==> src/rtl/arm_pipe_pkg.sv <==
// Shared types and constants for the ARM control-path pipeline registers.
package arm_pipe_pkg;

  localparam int REG_ADDR_W = 4;

  typedef struct packed {
    logic [REG_ADDR_W-1:0] ra1;
    logic [REG_ADDR_W-1:0] ra2;
    logic [REG_ADDR_W-1:0] wa;
    logic                  valid;
    logic                  reg_write;
    logic                  mem_to_reg;
    logic                  mem_write;
    logic                  branch;
  } ctrl_stage_t;

  localparam ctrl_stage_t CTRL_BUBBLE = '0;

  // A slot whose condition failed keeps its addresses and load flag but can
  // no longer write, retire or branch.
  function automatic ctrl_stage_t cond_gate(input ctrl_stage_t s, input logic cond);
    ctrl_stage_t g;
    g           = s;
    g.valid     = s.valid & cond;
    g.reg_write = s.reg_write & cond;
    g.mem_write = s.mem_write & cond;
    g.branch    = s.branch & cond;
    return g;
  endfunction

endpackage

==> src/rtl/arm_pipelined_ctrl_stage_reg.sv <==
// One pipeline stage of control fields: async reset, synchronous flush to bubble.
module arm_pipelined_ctrl_stage_reg
  import arm_pipe_pkg::*;
#(
  parameter ctrl_stage_t RESET_VAL = CTRL_BUBBLE
) (
  input  logic        i_CLK,
  input  logic        i_RESET,
  input  logic        i_Flush,
  input  ctrl_stage_t i_D,
  output ctrl_stage_t o_Q
);

  ctrl_stage_t r_q;

  // Stage flop: reset wins, then flush inserts a bubble, otherwise load
  always_ff @(posedge i_CLK or posedge i_RESET) begin
    if (i_RESET) begin
      r_q <= RESET_VAL;
    end else if (i_Flush) begin
      r_q <= CTRL_BUBBLE;
    end else begin
      r_q <= i_D;
    end
  end

  assign o_Q = r_q;

endmodule

==> src/rtl/arm_pipelined_hazard_ctrl_pipe.sv <==
// Control-path pipeline D->E->M->W for the pipelined ARM core. Supplies the
// hazard unit with E/M/W addresses and enables, applies the E-stage condition
// result to side effects, and counts retired instructions and W bubbles.
module arm_pipelined_hazard_ctrl_pipe
  import arm_pipe_pkg::*;
#(
  parameter int CntWidth = 32
) (
  input  logic                  i_CLK,
  input  logic                  i_RESET,
  input  logic [REG_ADDR_W-1:0] i_RA_1D,
  input  logic [REG_ADDR_W-1:0] i_RA_2D,
  input  logic [REG_ADDR_W-1:0] i_WA_D,
  input  logic                  i_Valid_D,
  input  logic                  i_RegWrite_D,
  input  logic                  i_MemToReg_D,
  input  logic                  i_MemWrite_D,
  input  logic                  i_Branch_D,
  input  logic                  i_CondEx_E,
  input  logic                  i_Flush_Execute,
  input  logic                  i_Cnt_Clear,
  output logic [REG_ADDR_W-1:0] o_RegFile_RA_1E,
  output logic [REG_ADDR_W-1:0] o_RegFile_RA_2E,
  output logic [REG_ADDR_W-1:0] o_RegFile_WA_M,
  output logic [REG_ADDR_W-1:0] o_RegFile_WA_W,
  output logic                  o_Reg_Write_Memory,
  output logic                  o_Reg_Write_WriteBack,
  output logic                  o_Mem_To_Reg_Execute,
  output logic                  o_Mem_To_Reg_WriteBack,
  output logic                  o_Mem_Write_Memory,
  output logic                  o_Branch_Taken_E,
  output logic [CntWidth-1:0]   o_Retired_Count,
  output logic [CntWidth-1:0]   o_Bubble_Count
);

  localparam logic [CntWidth-1:0] CNT_ONE = {{(CntWidth-1){1'b0}}, 1'b1};

  ctrl_stage_t w_e_d;
  ctrl_stage_t w_e_q;
  ctrl_stage_t w_m_d;
  ctrl_stage_t w_m_q;
  ctrl_stage_t w_w_q;

  logic [CntWidth-1:0] r_retired_cnt;
  logic [CntWidth-1:0] r_bubble_cnt;

  // Assemble the D-stage slot; side-effect bits only count for a real instruction
  always_comb begin
    w_e_d            = CTRL_BUBBLE;
    w_e_d.ra1        = i_RA_1D;
    w_e_d.ra2        = i_RA_2D;
    w_e_d.wa         = i_WA_D;
    w_e_d.valid      = i_Valid_D;
    w_e_d.reg_write  = i_RegWrite_D & i_Valid_D;
    w_e_d.mem_to_reg = i_MemToReg_D & i_Valid_D;
    w_e_d.mem_write  = i_MemWrite_D & i_Valid_D;
    w_e_d.branch     = i_Branch_D & i_Valid_D;
  end

  // E stage: the hazard unit's flush replaces the incoming slot with a bubble
  arm_pipelined_ctrl_stage_reg u_stage_e (
    .i_CLK   (i_CLK),
    .i_RESET (i_RESET),
    .i_Flush (i_Flush_Execute),
    .i_D     (w_e_d),
    .o_Q     (w_e_q)
  );

  // The condition result is only known in E, so it is folded in on the way to M
  always_comb begin
    w_m_d = cond_gate(w_e_q, i_CondEx_E);
  end

  // M stage: never stalled or flushed
  arm_pipelined_ctrl_stage_reg u_stage_m (
    .i_CLK   (i_CLK),
    .i_RESET (i_RESET),
    .i_Flush (1'b0),
    .i_D     (w_m_d),
    .o_Q     (w_m_q)
  );

  // W stage: straight copy of M
  arm_pipelined_ctrl_stage_reg u_stage_w (
    .i_CLK   (i_CLK),
    .i_RESET (i_RESET),
    .i_Flush (1'b0),
    .i_D     (w_m_q),
    .o_Q     (w_w_q)
  );

  // Performance counters: a valid W slot retires, anything else is a bubble; clear wins
  always_ff @(posedge i_CLK or posedge i_RESET) begin
    if (i_RESET) begin
      r_retired_cnt <= '0;
      r_bubble_cnt  <= '0;
    end else if (i_Cnt_Clear) begin
      r_retired_cnt <= '0;
      r_bubble_cnt  <= '0;
    end else if (w_w_q.valid) begin
      r_retired_cnt <= r_retired_cnt + CNT_ONE;
    end else begin
      r_bubble_cnt  <= r_bubble_cnt + CNT_ONE;
    end
  end

  assign o_RegFile_RA_1E        = w_e_q.ra1;
  assign o_RegFile_RA_2E        = w_e_q.ra2;
  assign o_Mem_To_Reg_Execute   = w_e_q.mem_to_reg;
  assign o_RegFile_WA_M         = w_m_q.wa;
  assign o_Reg_Write_Memory     = w_m_q.reg_write;
  assign o_Mem_Write_Memory     = w_m_q.mem_write;
  assign o_RegFile_WA_W         = w_w_q.wa;
  assign o_Reg_Write_WriteBack  = w_w_q.reg_write;
  assign o_Mem_To_Reg_WriteBack = w_w_q.mem_to_reg;
  assign o_Retired_Count        = r_retired_cnt;
  assign o_Bubble_Count         = r_bubble_cnt;

  // Branch resolves in E: the condition input is live, so this path is combinational
  assign o_Branch_Taken_E = w_e_q.branch & w_e_q.valid & i_CondEx_E;

endmodule
==> config.mk <==
export PLATFORM = sky130hd
export DESIGN_NAME = arm_pipelined_hazard_ctrl_pipe
export DESIGN_NICKNAME = d
export VERILOG_FILES = /design/src/rtl/arm_pipe_pkg.sv /design/src/rtl/arm_pipelined_ctrl_stage_reg.sv /design/src/rtl/arm_pipelined_hazard_ctrl_pipe.sv
export SDC_FILE = /design/constraint.sdc
export NUM_CORES = 1
export LEC_CHECK = 0
export ABC_CLOCK_PERIOD_IN_PS = 3100
export CAP_MARGIN = 15
export CORE_MARGIN = 4
export CORE_UTILIZATION = 40
export CTS_CLUSTER_SIZE = 24
export DETAILED_ROUTE_END_ITERATION = 6
export PLACE_DENSITY_LB_ADDON = 0.2
export REMOVE_ABC_BUFFERS = 1
export SYNTH_ARGS = -nofsm -noshare
export SYNTH_HDL_FRONTEND = slang
export SYNTH_SLANG_ARGS = --single-unit
export TNS_END_PERCENT = 10
==> constraint.sdc <==
create_clock -name i_CLK -period 3.1 [get_ports i_CLK]
set_input_delay 0.62 -clock i_CLK [delete_from_list [all_inputs] [get_ports i_CLK]]
set_output_delay 0.62 -clock i_CLK [all_outputs]
set_load 0.01 [all_outputs]
==> run summary <==
Mapped Cells: 437
Worst slew pin tran: 0.674 ns
Diode count: 0
Initial antenna violation count: 0
Count of different cell masters after synthesis: 38
WL final: 10.5 mm
Reg2reg end: o_Bubble_Count[26]
Logic pwr share: 0.058
Sequential element share of the synthesized area: 0.535
Worst clock skew: 0.00883 ns
RSZ-0062 raised after global routing: false
H-tree depth: 3
Delay-heaviest family, CP: simple AND/OR/NAND/NOR gates
Finished Layout Cells: 665
GRT Total Usage: 0.167
Fillers: 1007
CP Buf/Inv Count: 0
Layout cells sized above 1: 0.0686
First-pass GRT wire length: 17.4 mm
Area grow syn2layout: 30.9%
Post-CTS Hold Buffers: 0
# IOs: 108
Most used cell along the critical path: or4_1
Max-cap violations: 0
Endpoint class of the critical path: flip-flop
Cells after DPL: 649
Synth warnings: 0
Worst skew pair latency: 0.35 ns
Worst EP required: 3.37 ns
Vias in the first global route: 3403
Cell-internal power: 2.01 mW
Reg2Reg Launch Point: u_stage_w.o_Q[4]
DRT Pass-1 Iters: 4
Crit path from: u_stage_w.o_Q[4]
Clock power share: 0.446
Nets@finish: 544
CTS tree: yes
Core Area: 0.0109 mm²
Worst-case clock buffer depth: 2
Mapped Avg Cell Area: 10.3 µm²
Final worst path period need: 2.51 ns
Post-cts resize count: 0
Port Buffers: 107
Status: completed
Worst slack at placement: 0.598 ns
Rel. slew slack: 0.551
Routed len/inst: 15.8 µm
Slew Limit Fails: 0
CP Launch Type: flip-flop
Initial Util: 0.411
Sw frac: 0.229
Die height: 114 µm
Worst setup path end: o_Bubble_Count[26]
Grt ovf: 0
FP Rows: 38
CTS buffer count: 9
Vias/cell: 5.34
Die ar.: 0.0130 mm²
EDFF count, synth: 0
Pin count of the biggest net entering global routing: 55
Gpl congestion: 0.804
#FFs+latches synth: 96
Crit-path cells: nand2b_2, or4_1, or4_1, a21oi_1
Critical Path AT: 2.78 ns
Crit Path Class: flip-flop to flip-flop
Static leakage: 2.32 nW
Period utilisation layout: 0.809
Setup ws final: 0.592 ns
Post-DP Area: 0.00556 mm²
DR DRC count: 0
Final Hold Viols: 0
Mapped cell area: 0.00449 mm²
Fin area: 0.00588 mm²
Maximum clock frequency: 0.399 GHz
R2R depth: 4
Slowest cell on crit path: or4_1
Vias: 3552
Flop2flop setup slack: 0.59 ns
CTS root buf: clkbuf_16
HP Class: flip-flop to flip-flop
Pwr dens: 443 mW/mm²
Number of DRC markers in iteration 0: 186
Share of async-settable or async-resettable flops after synthesis: 1.00
Post-CTS Setup Bufs: 0
Clock slew at reported path FFs: 0.07 ns
Sequential share of power: 0.496
Post-detailed-route count of antenna-violating nets: 0
CTS sink cnt: 96
Peak fanout along the critical path: 16
Final setup violation count: 0
Dpl hpwl: 7.29 mm
Overall die width: 114 µm
Peak supply drop: 0.226 mV
Synth Flop Type: dfrtp_1
Switching power: 0.596 mW
CP Depth: 4
Max incr delay on CP: 0.81 ns
layout make-up:
class	instances	area [µm²]	share of cell area
multi-input cells	295	1840	0.314
inverters	6	25.0	0.00426
clock inverters	6	75.1	0.0128
flip-flops and latches	96	2400	0.409
well taps	140	175	0.0298
repair buffers	112	1120	0.190
clock buffers	10	239	0.0407
layout by cell type, fill, tap and decap left out, types with 2 or more instances in the layout:
cell type / n
a21oi_1: 34
and2_1: 9
and3_1: 8
and4_1: 6
buf_4: 4
clkbuf_16: 9
clkdlybuf4s50_1: 106
clkinv_4: 2
dfrtp_1: 96
ha_1: 2
inv_1: 5
mux2_1: 3
mux2_2: 7
mux2i_1: 2
nand2_1: 24
nand3_1: 18
nand4_1: 15
nor2_1: 32
nor2b_1: 23
nor3_1: 3
nor4_1: 10
o21ai_0: 13
o31ai_1: 21
or3_1: 13
or4_1: 24
xnor2_1: 8
xor2_1: 10
metrics by stage:
step / hold WS [ns] / util / total power [mW] / setup TNS [ns]
floorplan: 0.331 / - / 1.37 / -2.44
global placement: 0.331 / 0.509 / 1.47 / 0
detailed placement: 0.335 / 0.509 / 1.47 / 0
CTS: 0.351 / 0.537 / 2.64 / 0
global route: 0.356 / 0.537 / 2.71 / 0
finish: 0.350 / 0.537 / 2.60 / 0
synth_stat cells, types with 13 or more instances:
| library cell | number | area share |
|---|---|---|
| clkbuf_1 | 18 | 0.015 |
| dfrtp_1 | 96 | 0.53 |
| nor2b_1 | 23 | 0.032 |
| nand2_1 | 24 | 0.020 |
| o31ai_1 | 21 | 0.035 |
| buf_4 | 16 | 0.027 |
| or3_1 | 13 | 0.018 |
| a21oi_1 | 34 | 0.038 |
| nand3_1 | 18 | 0.020 |
| o21ai_0 | 13 | 0.014 |
| nor2_1 | 32 | 0.027 |
| nand4_1 | 15 | 0.021 |
| or4_1 | 24 | 0.040 |
routing by layer:
metal  GRT usage  up-vias  part of all wire  wire, µm
li1            -     1731                 -         -
met1       0.230     1720              0.46      4800
met2       0.257       90              0.47      4990
met3      0.0515       11             0.061       642
met4      0.0435        0             0.010       105
met5           0        -                 0         0
worst min path at each step:
stage	startpoint	end	slack (ns)	depth (start not counted)
after floorplan	u_stage_e.o_Q[5]	u_stage_m.o_Q[5]	0.33	0
after global placement	u_stage_e.o_Q[7]	u_stage_m.o_Q[7]	0.33	0
after detailed placement	u_stage_m.o_Q[2]	u_stage_w.o_Q[2]	0.33	0
after CTS	u_stage_m.o_Q[2]	u_stage_w.o_Q[2]	0.35	0
after global routing	u_stage_m.o_Q[2]	u_stage_w.o_Q[2]	0.36	0
final	u_stage_m.o_Q[2]	u_stage_w.o_Q[2]	0.35	0
sequential cells by signal, summed over array words and instances, names as in the netlist:
| signal | count |
|---|---|
| u_stage_w.o_Q | 7 |
| u_stage_m.o_Q | 8 |
| o_Bubble_Count | 32 |
| u_stage_e.o_Q | 17 |
| o_Retired_Count | 32 |
cell families after synthesis:
kind of cell	after synthesis	synth area share
compound gates	68	0.0875
simple gates	195	0.253
xor+xnor	18	0.0351
buf+inv	46	0.0543
fa+ha+maj	2	0.00557
mux	12	0.0295
flops	96	0.535
power by group through the flow:
stage	sequential, mW	clock (mW)	combinational (mW)
6_report	1.29	1.16	0.150
5_1_grt	1.29	1.25	0.167
4_1_cts	1.29	1.19	0.154
3_5_place_dp	1.32	0	0.154
3_3_place_gp	1.31	0	0.152
2_1_floorplan	1.32	0	0.0439
Note: power is estimated with default switching activity, not from simulation.
